## config.mk

```make
export PLATFORM = sky130hd
export DESIGN_NAME = cache_mem_responder
export DESIGN_NICKNAME = d
export VERILOG_FILES = /design/src/rtl/cache_bus_pkg.sv /design/src/rtl/cache_mem_responder.sv
export SDC_FILE = /design/constraint.sdc
export NUM_CORES = 1
export LEC_CHECK = 0
export CAP_MARGIN = 20
export CELL_PAD_IN_SITES_DETAIL_PLACEMENT = 0
export CELL_PAD_IN_SITES_GLOBAL_PLACEMENT = 1
export CORE_ASPECT_RATIO = 1.2
export CORE_UTILIZATION = 30
export CTS_CLUSTER_DIAMETER = 40
export DETAILED_ROUTE_END_ITERATION = 7
export MAX_ROUTING_LAYER = met4
export PLACE_DENSITY = 0.88
export SYNTH_ARGS = -nofsm -noshare
export SYNTH_HDL_FRONTEND = slang
export SYNTH_SLANG_ARGS = --single-unit
```

## constraint.sdc

```tcl
create_clock -name clk -period 2 [get_ports clk]
set_clock_uncertainty 0.15 [all_clocks]
set_input_delay 0.2 -clock clk [delete_from_list [all_inputs] [get_ports clk]]
set_output_delay 0.2 -clock clk [all_outputs]
set_load 0.01 [all_outputs]
```

## src/rtl/cache_bus_pkg.sv

```systemverilog
`default_nettype none
// ============================================================================
//  Module      : cache_bus_pkg
//  Description : Shared type codes, line size and responder state encodings
//                for the cache <-> memory request bus.
//  Revision    : 1.0  initial release
// ============================================================================
package cache_bus_pkg;

  // Access type codes carried on rd_type / wr_type
  localparam logic [2:0] TYPE_BYTE = 3'b000;
  localparam logic [2:0] TYPE_HALF = 3'b001;
  localparam logic [2:0] TYPE_WORD = 3'b010;
  localparam logic [2:0] TYPE_LINE = 3'b100;

  // Words per cache line
  localparam int LINE_BEATS = 4;

  // Responder states
  typedef enum logic [1:0] {
    IDLE   = 2'd0,
    RD     = 2'd1,
    RD_END = 2'd2,
    WR     = 2'd3
  } state_t;

  // Index of the final beat: a line moves LINE_BEATS words, every other code
  // (including unsupported ones) moves a single word.
  function automatic logic [1:0] last_beat(input logic [2:0] t);
    return (t == TYPE_LINE) ? 2'(LINE_BEATS - 1) : 2'd0;
  endfunction

endpackage
`default_nettype wire

```

## src/rtl/cache_mem_responder.sv

```systemverilog
`default_nettype none
// ============================================================================
//  Module      : cache_mem_responder
//  Description : Serves cache read/write requests (byte/half/word/line) from
//                an external single-port synchronous SRAM, one word per cycle.
//  Revision    : 1.0  initial release
// ============================================================================
module cache_mem_responder
  import cache_bus_pkg::*;
#(
  parameter int SRAM_AW = 14
) (
  input  logic               clk,
  input  logic               resetn,
  // read request / return
  input  logic               rd_req,
  input  logic [2:0]         rd_type,
  input  logic [31:0]        rd_addr,
  output logic               rd_rdy,
  output logic               ret_valid,
  output logic               ret_last,
  output logic [31:0]        ret_data,
  // write request
  input  logic               wr_req,
  input  logic [2:0]         wr_type,
  input  logic [31:0]        wr_addr,
  input  logic [3:0]         wr_wstrb,
  input  logic [127:0]       wr_data,
  output logic               wr_rdy,
  // SRAM port
  output logic               sram_en,
  output logic [3:0]         sram_we,
  output logic [SRAM_AW-1:0] sram_addr,
  output logic [31:0]        sram_wdata,
  input  logic [31:0]        sram_rdata
);

  state_t               r_state;
  state_t               w_state_nxt;
  logic [1:0]           r_cnt;
  logic [1:0]           w_cnt_nxt;
  logic [1:0]           r_last;
  logic [SRAM_AW-1:0]   r_base;
  logic [3:0]           r_wstrb;
  logic [127:0]         r_wdata;
  logic                 r_ret_valid;
  logic                 r_ret_last;
  logic                 w_rd_acc;
  logic                 w_wr_acc;

  // Byte-offset bits and bits above the SRAM size play no part in addressing;
  // accesses simply wrap modulo the SRAM size.
  logic w_unused_addr_bits;
  assign w_unused_addr_bits = ^{rd_addr[31:SRAM_AW+2], rd_addr[1:0],
                                wr_addr[31:SRAM_AW+2], wr_addr[1:0]};

  // Word address of the first beat; lines start on a 4-word boundary.
  function automatic logic [SRAM_AW-1:0] base_of(input logic [31:0] a,
                                                 input logic [2:0]  t);
    logic [SRAM_AW-1:0] w;
    w = a[SRAM_AW+1:2];
    if (t == TYPE_LINE) w[1:0] = 2'b00;
    return w;
  endfunction

  // State and beat counter register
  always_ff @(posedge clk or negedge resetn) begin
    if (!resetn) begin
      r_state <= IDLE;
      r_cnt   <= 2'd0;
    end else begin
      r_state <= w_state_nxt;
      r_cnt   <= w_cnt_nxt;
    end
  end

  // Next-state, handshake and SRAM control decode
  always_comb begin
    w_state_nxt = r_state;
    w_cnt_nxt   = r_cnt;
    w_rd_acc    = 1'b0;
    w_wr_acc    = 1'b0;
    rd_rdy      = 1'b0;
    wr_rdy      = 1'b0;
    sram_en     = 1'b0;
    sram_we     = 4'h0;
    case (r_state)
      IDLE: begin
        // Ready flags are qualified with resetn so they read 0 while the
        // block is held in reset even though the state already shows IDLE.
        wr_rdy = resetn;
        rd_rdy = resetn & ~wr_req;
        if (wr_req) begin
          w_wr_acc    = 1'b1;
          w_state_nxt = WR;
        end else if (rd_req) begin
          w_rd_acc    = 1'b1;
          w_state_nxt = RD;
        end
      end
      RD: begin
        sram_en = 1'b1;
        if (r_cnt == r_last) begin
          w_state_nxt = RD_END;
          w_cnt_nxt   = 2'd0;
        end else begin
          w_cnt_nxt   = r_cnt + 2'd1;
        end
      end
      RD_END: begin
        w_state_nxt = IDLE;
      end
      WR: begin
        sram_en = 1'b1;
        sram_we = r_wstrb;
        if (r_cnt == r_last) begin
          w_state_nxt = IDLE;
          w_cnt_nxt   = 2'd0;
        end else begin
          w_cnt_nxt   = r_cnt + 2'd1;
        end
      end
      default: begin
        w_state_nxt = IDLE;
        w_cnt_nxt   = 2'd0;
      end
    endcase
  end

  // Capture the accepted request so the requester may change its inputs
  always_ff @(posedge clk or negedge resetn) begin
    if (!resetn) begin
      r_last  <= 2'd0;
      r_base  <= '0;
      r_wstrb <= 4'h0;
      r_wdata <= '0;
    end else if (w_wr_acc) begin
      r_last  <= last_beat(wr_type);
      r_base  <= base_of(wr_addr, wr_type);
      r_wstrb <= wr_wstrb;
      r_wdata <= wr_data;
    end else if (w_rd_acc) begin
      r_last  <= last_beat(rd_type);
      r_base  <= base_of(rd_addr, rd_type);
    end
  end

  // Return beat flags trail the SRAM read issue by one cycle (SRAM latency)
  always_ff @(posedge clk or negedge resetn) begin
    if (!resetn) begin
      r_ret_valid <= 1'b0;
      r_ret_last  <= 1'b0;
    end else begin
      r_ret_valid <= (r_state == RD);
      r_ret_last  <= (r_state == RD) && (r_cnt == r_last);
    end
  end

  // Base is line-aligned whenever the counter is non-zero, so OR-ing the
  // counter into the low bits selects the current word.
  assign sram_addr  = {r_base[SRAM_AW-1:2], r_base[1:0] | r_cnt};
  assign sram_wdata = r_wdata[{r_cnt, 5'b00000} +: 32];

  assign ret_valid  = r_ret_valid;
  assign ret_last   = r_ret_last;
  assign ret_data   = r_ret_valid ? sram_rdata : 32'h0;

endmodule
`default_nettype wire
```

==> results of run 1 <==
-- sequential cells by signal, summed over array words and instances, names as in the netlist --
name	cells
ret_valid	1
r_wdata	128
r_base	14
r_state	2
r_cnt	2
r_last	1
ret_last	1
r_wstrb	4
-- stage by stage --
step	utilization	std cells	setup WS, ns
detailed placement	0.442	1326	-0.0449
floorplan	-	762	0.395
global placement	0.442	1326	-0.0248
finish	0.472	1374	-0.114
global route	0.472	1374	-0.175
CTS	0.473	1376	-0.179
-- layer usage --
metal,share of wire,wire [µm]
met1,0.41,8580
met2,0.51,10700
met3,0.066,1380
met4,0.0098,205
met5,0,0
-- cell usage after synthesis --
cell type    n  area (µm²)
nor2b_1      2        12.5
mux2i_1      1        10.0
xnor2_1      1        8.76
mux4_2      32         721
or2_0        1        6.26
buf_4       17         128
mux2_4       1        15.0
nor3_1       1        5.00
o21ai_0      2        10.0
or3b_4       1        11.3
and2_1      34         213
o211ai_1     1        7.51
nand2_1    422        1580
a21oi_1     14        70.1
inv_1        2        7.51
nand3_1      4        20.0
buf_6       16         180
and3_1       5        31.3
clkbuf_2     1        5.00
or2_2        2        12.5
nor3b_2      1        12.5
a21o_1       1        7.51
nor2_1       2        7.51
a31oi_1     14        87.6
dfrtp_1    153        3830
or3b_2       2        17.5
clkbuf_1     9        33.8
o311ai_0     1        8.76
buf_2       19        95.1
-- worst min-delay path by stage --
stage                     depth (start not counted)  slack, ns          end
after floorplan                                   0      -0.25    r_base[0]
after global placement                            2       0.30    r_base[1]
after detailed placement                          2       0.30    r_base[0]
after CTS                                         3       0.14  r_wdata[84]
after global routing                              3       0.15  r_wdata[89]
final                                             3       0.16  r_wdata[36]
-- what timing repair did --
| action | CTS | global route |
|---|---|---|
| endpoints found under the hold margin | 153 | 0 |
| endpoints found under the setup margin | 72 | 38 |
| hold buffers | 1 | 0 |
| buffers inserted | 13 | 1 |
| resized for setup | 205 | 7 |
| cloned | 4 | 0 |
-- cells in the final DEF, fill, tap and decap left out, types with 2 or more instances in the layout --
| master | count |
|---|---|
| nor2_1 | 2 |
| nand3_1 | 4 |
| dlygate4sd2_1 | 35 |
| or3b_2 | 2 |
| clkinvlp_4 | 2 |
| inv_6 | 5 |
| buf_6 | 28 |
| clkdlybuf4s50_1 | 218 |
| a21oi_1 | 14 |
| clkinv_2 | 4 |
| or2_2 | 2 |
| and2_1 | 33 |
| buf_12 | 12 |
| dfrtp_1 | 150 |
| mux4_2 | 32 |
| buf_4 | 18 |
| nand2_1 | 422 |
| inv_1 | 2 |
| and3_1 | 5 |
| buf_2 | 12 |
| clkbuf_16 | 17 |
| dfrtp_2 | 3 |
| clkinv_4 | 3 |
| o21ai_0 | 2 |
| a31oi_1 | 14 |
-- layout make-up --
| type | count | area, µm² |
|---|---|---|
| fillers | 2198 | 12300 |
| flip-flops and latches | 153 | 3830 |
| repair buffers | 327 | 3310 |
| multi-input cells | 545 | 2890 |
| clock buffers | 17 | 425 |
| well taps | 315 | 394 |
| clock inverters | 15 | 116 |
| inverters | 2 | 7.51 |
-- power breakdown --
part / switching, mW / total (mW) / internal (mW) / leakage [nW]
clock network: 1.37 / 2.98 / 1.61 / 0.266
registers: 0.767 / 5.35 / 4.58 / 1.88
logic: 3.58 / 7.70 / 4.12 / 3.19
total: 5.72 / 16.0 / 10.3 / 5.34
-- logic make-up (layout without fill, tap and decap cells) --
kind of cell    count (synthesis)  after routing  share of synthesized area
simple gates                  477            477                      0.270
flops                         153            153                      0.535
buf+inv                        64            361                     0.0628
mux                            34             34                      0.104
compound gates                 33             33                     0.0267
xor+xnor                        1              1                    0.00122
-- tightest hold or removal path: stages --
cell	delay [ns]
clkdlybuf4s50_1	0.39
nand2_1	0.05
nand2_1	0.04
==> run summary, run 1 <==
outcome -> complete, but fails checks
failing checks -> setup timing
initial antenna violation count -> 0
DRT iter0 DRCs -> 321
crit path kind -> flip-flop to primary output
share of layout cells above drive strength 1 -> 0.141
post-synth cell types -> 29
post-layout min period -> 2.11 ns
Worst Max-Slew Pin Slew -> 0.937 ns
worst setup path start -> r_cnt[0]
Tightest Hold Check Type -> input port to flip-flop
Critical Path Fanout Max -> 8
Crit path depth -> 4
Syn Nets -> 1000
VDD IR max -> 737 µV
Die H -> 171 µm
Root Buffer -> clkbuf_16
R2R Setup Slk -> 0.18 ns
via count -> 6163
Setup Viol. Count Final -> 32
clock buffer depth -> 2
HPWL after DPL -> 14.3 mm
Vias/cell -> 4.49
io pins -> 325
Final Hold Fails -> 0
hold_ws -> 0.157 ns
Crit path largest cell delay -> 0.52 ns
critical path required time -> 1.65 ns
Tot Pwr -> 16.0 mW
final worst slack -> -0.114 ns
largest net degree at the start of global routing -> 154
Final nets -> 1284
GP Congestion -> 0.770
post-DR wirelength/cell -> 15.2 µm
Cell Area, Synth -> 7160 µm²
Tcrit/Tclk final -> 1.06
TritonRoute pass-1 iters -> 4
crit start category -> flip-flop
Num CTS Buffers -> 17
Ys Warns -> 0
ant diodes -> 0
Crit. End Element -> primary output
Remaining DRCs -> 0
All-Layer GR Usage -> 0.180
PortBufs -> 288
global-route met2 utilization -> 0.308
RSZ-0062 raised after global routing -> yes
die footprint -> 24500 µm²
drt total wl -> 20.9 mm
CP arrival -> 1.76 ns
Mapped Cells -> 762
clk_lat worst skew -> 0.41 ns
WP buf/inv -> 3
post-route ant nets -> 0
Max Clk Rate -> 473 MHz
Critical Path End -> sram_wdata[26]
CTS tree -> built
origin of the worst min-delay path -> wr_data[36]
vias in the first global route -> 6170
synthesis-to-layout area growth -> 53.4%
worst r2r dst -> r_base[1]
H-tree Lvls -> 4
grt ovf -> 0
met3 GRT Util -> 0.0376
Sink Count -> 153
critical path's top delay family -> multiplexers
sequential area share after synthesis -> 0.535
max_cap viols -> 0
GR Util met1 -> 0.214
GR peak layer -> met2
Pwr per Cell Area -> 1460 nW/µm²
Cell Chain, Critical Path -> buf_6, buf_12, mux4_2, buf_2
first-pass GRT wire length -> 32.5 mm
fin area -> 11000 µm²
Slew Limit Fails -> 0
slowest CP cell -> mux4_2
site row count -> 61
worst r2r path cells -> 6
Worst slew margin -> 0.375
Syn Area/Cell -> 9.39 µm²
#FFs+latches synth -> 153
leakage power -> 5.34 nW
Final TNS setup -> -2.03 ns
Post-DP Area -> 10300 µm²
Critical R2R Launch -> r_state[0]
Starting Density -> 0.307
Die Width -> 143 µm
floorplan core area -> 23300 µm²
clock slew at reported path FFs -> 0.07 ns
(Power assumes the default switching activity.)
==> run 2, diff against run 1 <==
==> constraint.sdc (replaced) <==
create_clock -name clk -period 1.95 [get_ports clk]
set_clock_uncertainty 0.15 [all_clocks]
set_input_delay 0.195 -clock clk [delete_from_list [all_inputs] [get_ports clk]]
set_output_delay 0.195 -clock clk [all_outputs]
set_load 0.01 [all_outputs]
==> run 2 against run 1 <==
The flow still finishes with violations (setup timing). Cell area is 1.8% higher. Worst setup slack worse by 0.11 ns. Sequential share of layout area down 0.62 points. Largest power group unchanged.
==> run summary, run 2 (synthesis gave the netlist of run 1 again) <==
outcome -> complete, but fails checks
failing checks -> setup timing
CP arrival -> 1.83 ns
HPWL after DPL -> 14.6 mm
crit path kind -> flip-flop to primary output
clock buffer depth -> 2
post-DR wirelength/cell -> 15.4 µm
DRT iter0 DRCs -> 264
die footprint -> 24500 µm²
Num CTS Buffers -> 17
Die H -> 171 µm
Critical R2R Launch -> r_cnt[0]
final worst slack -> -0.226 ns
PortBufs -> 288
grt ovf -> 0
RSZ-0062 raised after global routing -> yes
post-layout min period -> 2.18 ns
most common cell after layout, fill and taps aside -> nand2_1
Final Hold Fails -> 0
site row count -> 61
max_cap viols -> 0
vias in the first global route -> 6299
Tcrit/Tclk final -> 1.12
Cells after DPL -> 1329
CTS tree -> built
final std cells w/o fill -> 1374
H-tree Lvls -> 4
Max Clk Rate -> 459 MHz
worst r2r path cells -> 7
Top Registers -> r_wdata: 128 flops, r_base: 14 flops, r_wstrb: 4 flops
All-Layer GR Usage -> 0.183
clk_lat worst skew -> 0.41 ns
most frequent cells in the layout -> nand2_1, clkdlybuf4s50_1, dfrtp_1
Worst slew margin -> 0.418
Sink Count -> 153
GP Congestion -> 0.767
origin of the worst min-delay path -> wr_data[109]
Tightest Hold Check Type -> input port to flip-flop
WHS Path Cells -> 3
post-route ant nets -> 0
Slew Limit Fails -> 0
Tot Pwr -> 17.2 mW
TritonRoute pass-1 iters -> 4
Vias/cell -> 4.48
register with the most flip-flops -> r_wdata
Pwr per Cell Area -> 1540 nW/µm²
first-pass GRT wire length -> 33.0 mm
VDD IR max -> 622 µV
critical path required time -> 1.60 ns
Setup Viol. Count Final -> 33
Remaining DRCs -> 0
initial antenna violation count -> 0
hold path endpoint -> r_wdata[109]
leakage power -> 5.43 nW
Starting Density -> 0.307
max reg flops -> 128
via count -> 6160
Die Width -> 143 µm
Critical Path Fanout Max -> 5
largest net degree at the start of global routing -> 154
share of layout cells above drive strength 1 -> 0.141
io pins -> 325
Root Buffer -> clkbuf_16
Worst Max-Slew Pin Slew -> 0.873 ns
clock slew at reported path FFs -> 0.07 ns
worst r2r dst -> r_state[1]
drt total wl -> 21.1 mm
Crit. End Element -> primary output
ant diodes -> 0
floorplan core area -> 23300 µm²
synthesis-to-layout area growth -> 56.2%
crit start category -> flip-flop
Final nets -> 1284
R2R Setup Slk -> 0.12 ns
-- run 2: cell count changes in the layout (fill, tap and decap cells not counted), moves of 3 or more --
cell and delta:
buf_12 +3, buf_2 -7, bufinv_16 +3, clkdlybuf4s50_1 -5
-- run 2: layer usage --
| metal | GRT usage | wire length, µm | up-vias |
|---|---|---|---|
| met5 | - | 0 | - |
| met4 | 0.0584 | 350 | 0 |
| met3 | 0.0454 | 1350 | 16 |
| met2 | 0.317 | 11000 | 214 |
| met1 | 0.207 | 8450 | 2945 |
| li1 | - | - | 2985 |
-- run 2: worst max-delay path, cell delays in order, from the launching register on --
cell             delay (ns)
dfrtp_2                0.42
buf_4                  0.15
buf_16                 0.12
mux4_2                 0.48
clkdlybuf4s15_2        0.24
-- run 2: per-stage QoR --
step                cell area, µm²  TNS (ns)  worst slack, ns  hold slack (ns)   util
floorplan                     7160         0            0.350           -0.251      -
global placement             10300     -2.59           -0.111            0.300  0.443
detailed placement           10300     -2.65           -0.138            0.299  0.443
CTS                          11100     -7.33           -0.266            0.129  0.479
global route                 11200     -7.29           -0.291            0.143  0.480
finish                       11200     -5.23           -0.226            0.151  0.480
-- run 2: worst max path at each step --
stage / endpoint / startpoint / cells past startpoint
floorplan: sram_wdata[10] / r_cnt[0] / 3
global placement: sram_wdata[4] / r_cnt[0] / 3
detailed placement: sram_wdata[4] / r_cnt[0] / 3
CTS: sram_wdata[15] / r_cnt[0] / 4
global route: sram_wdata[15] / r_cnt[0] / 4
finish: sram_wdata[15] / r_cnt[0] / 4
-- run 2: layout make-up --
| class | count | area [µm²] |
|---|---|---|
| sequential | 153 | 3830 |
| tap | 315 | 394 |
| multi-input combinational | 545 | 2890 |
| clock buffer | 19 | 443 |
| fill | 2179 | 12100 |
| timing repair buffer | 327 | 3440 |
| clock inverter | 13 | 166 |
| inverter | 2 | 7.51 |
-- run 2: repair_timing --
item                                    CTS  global route
resized for setup                       212            21
setup buffers                             8             1
endpoints found under the setup margin   73            51
hold endpoints to repair                153             0
hold buffers                              1             0
gates cloned                              5             0
-- run 2: report_power, final --
group,internal [mW],switching [mW]
sequential,4.70,0.796
combinational,4.53,3.72
clock,2.07,1.37
total,11.3,5.89
==> run 3, diff against run 2 <==
--- a/config.mk
+++ b/config.mk
@@ -14,6 +14,7 @@
 export DETAILED_ROUTE_END_ITERATION = 7
 export MAX_ROUTING_LAYER = met4
 export PLACE_DENSITY = 0.88
+export SLEW_MARGIN = 10
 export SYNTH_ARGS = -nofsm -noshare
 export SYNTH_HDL_FRONTEND = slang
 export SYNTH_SLANG_ARGS = --single-unit
==> results of run 3 <==
The final DEF is identical to that of run 2; final timing and power are the same.
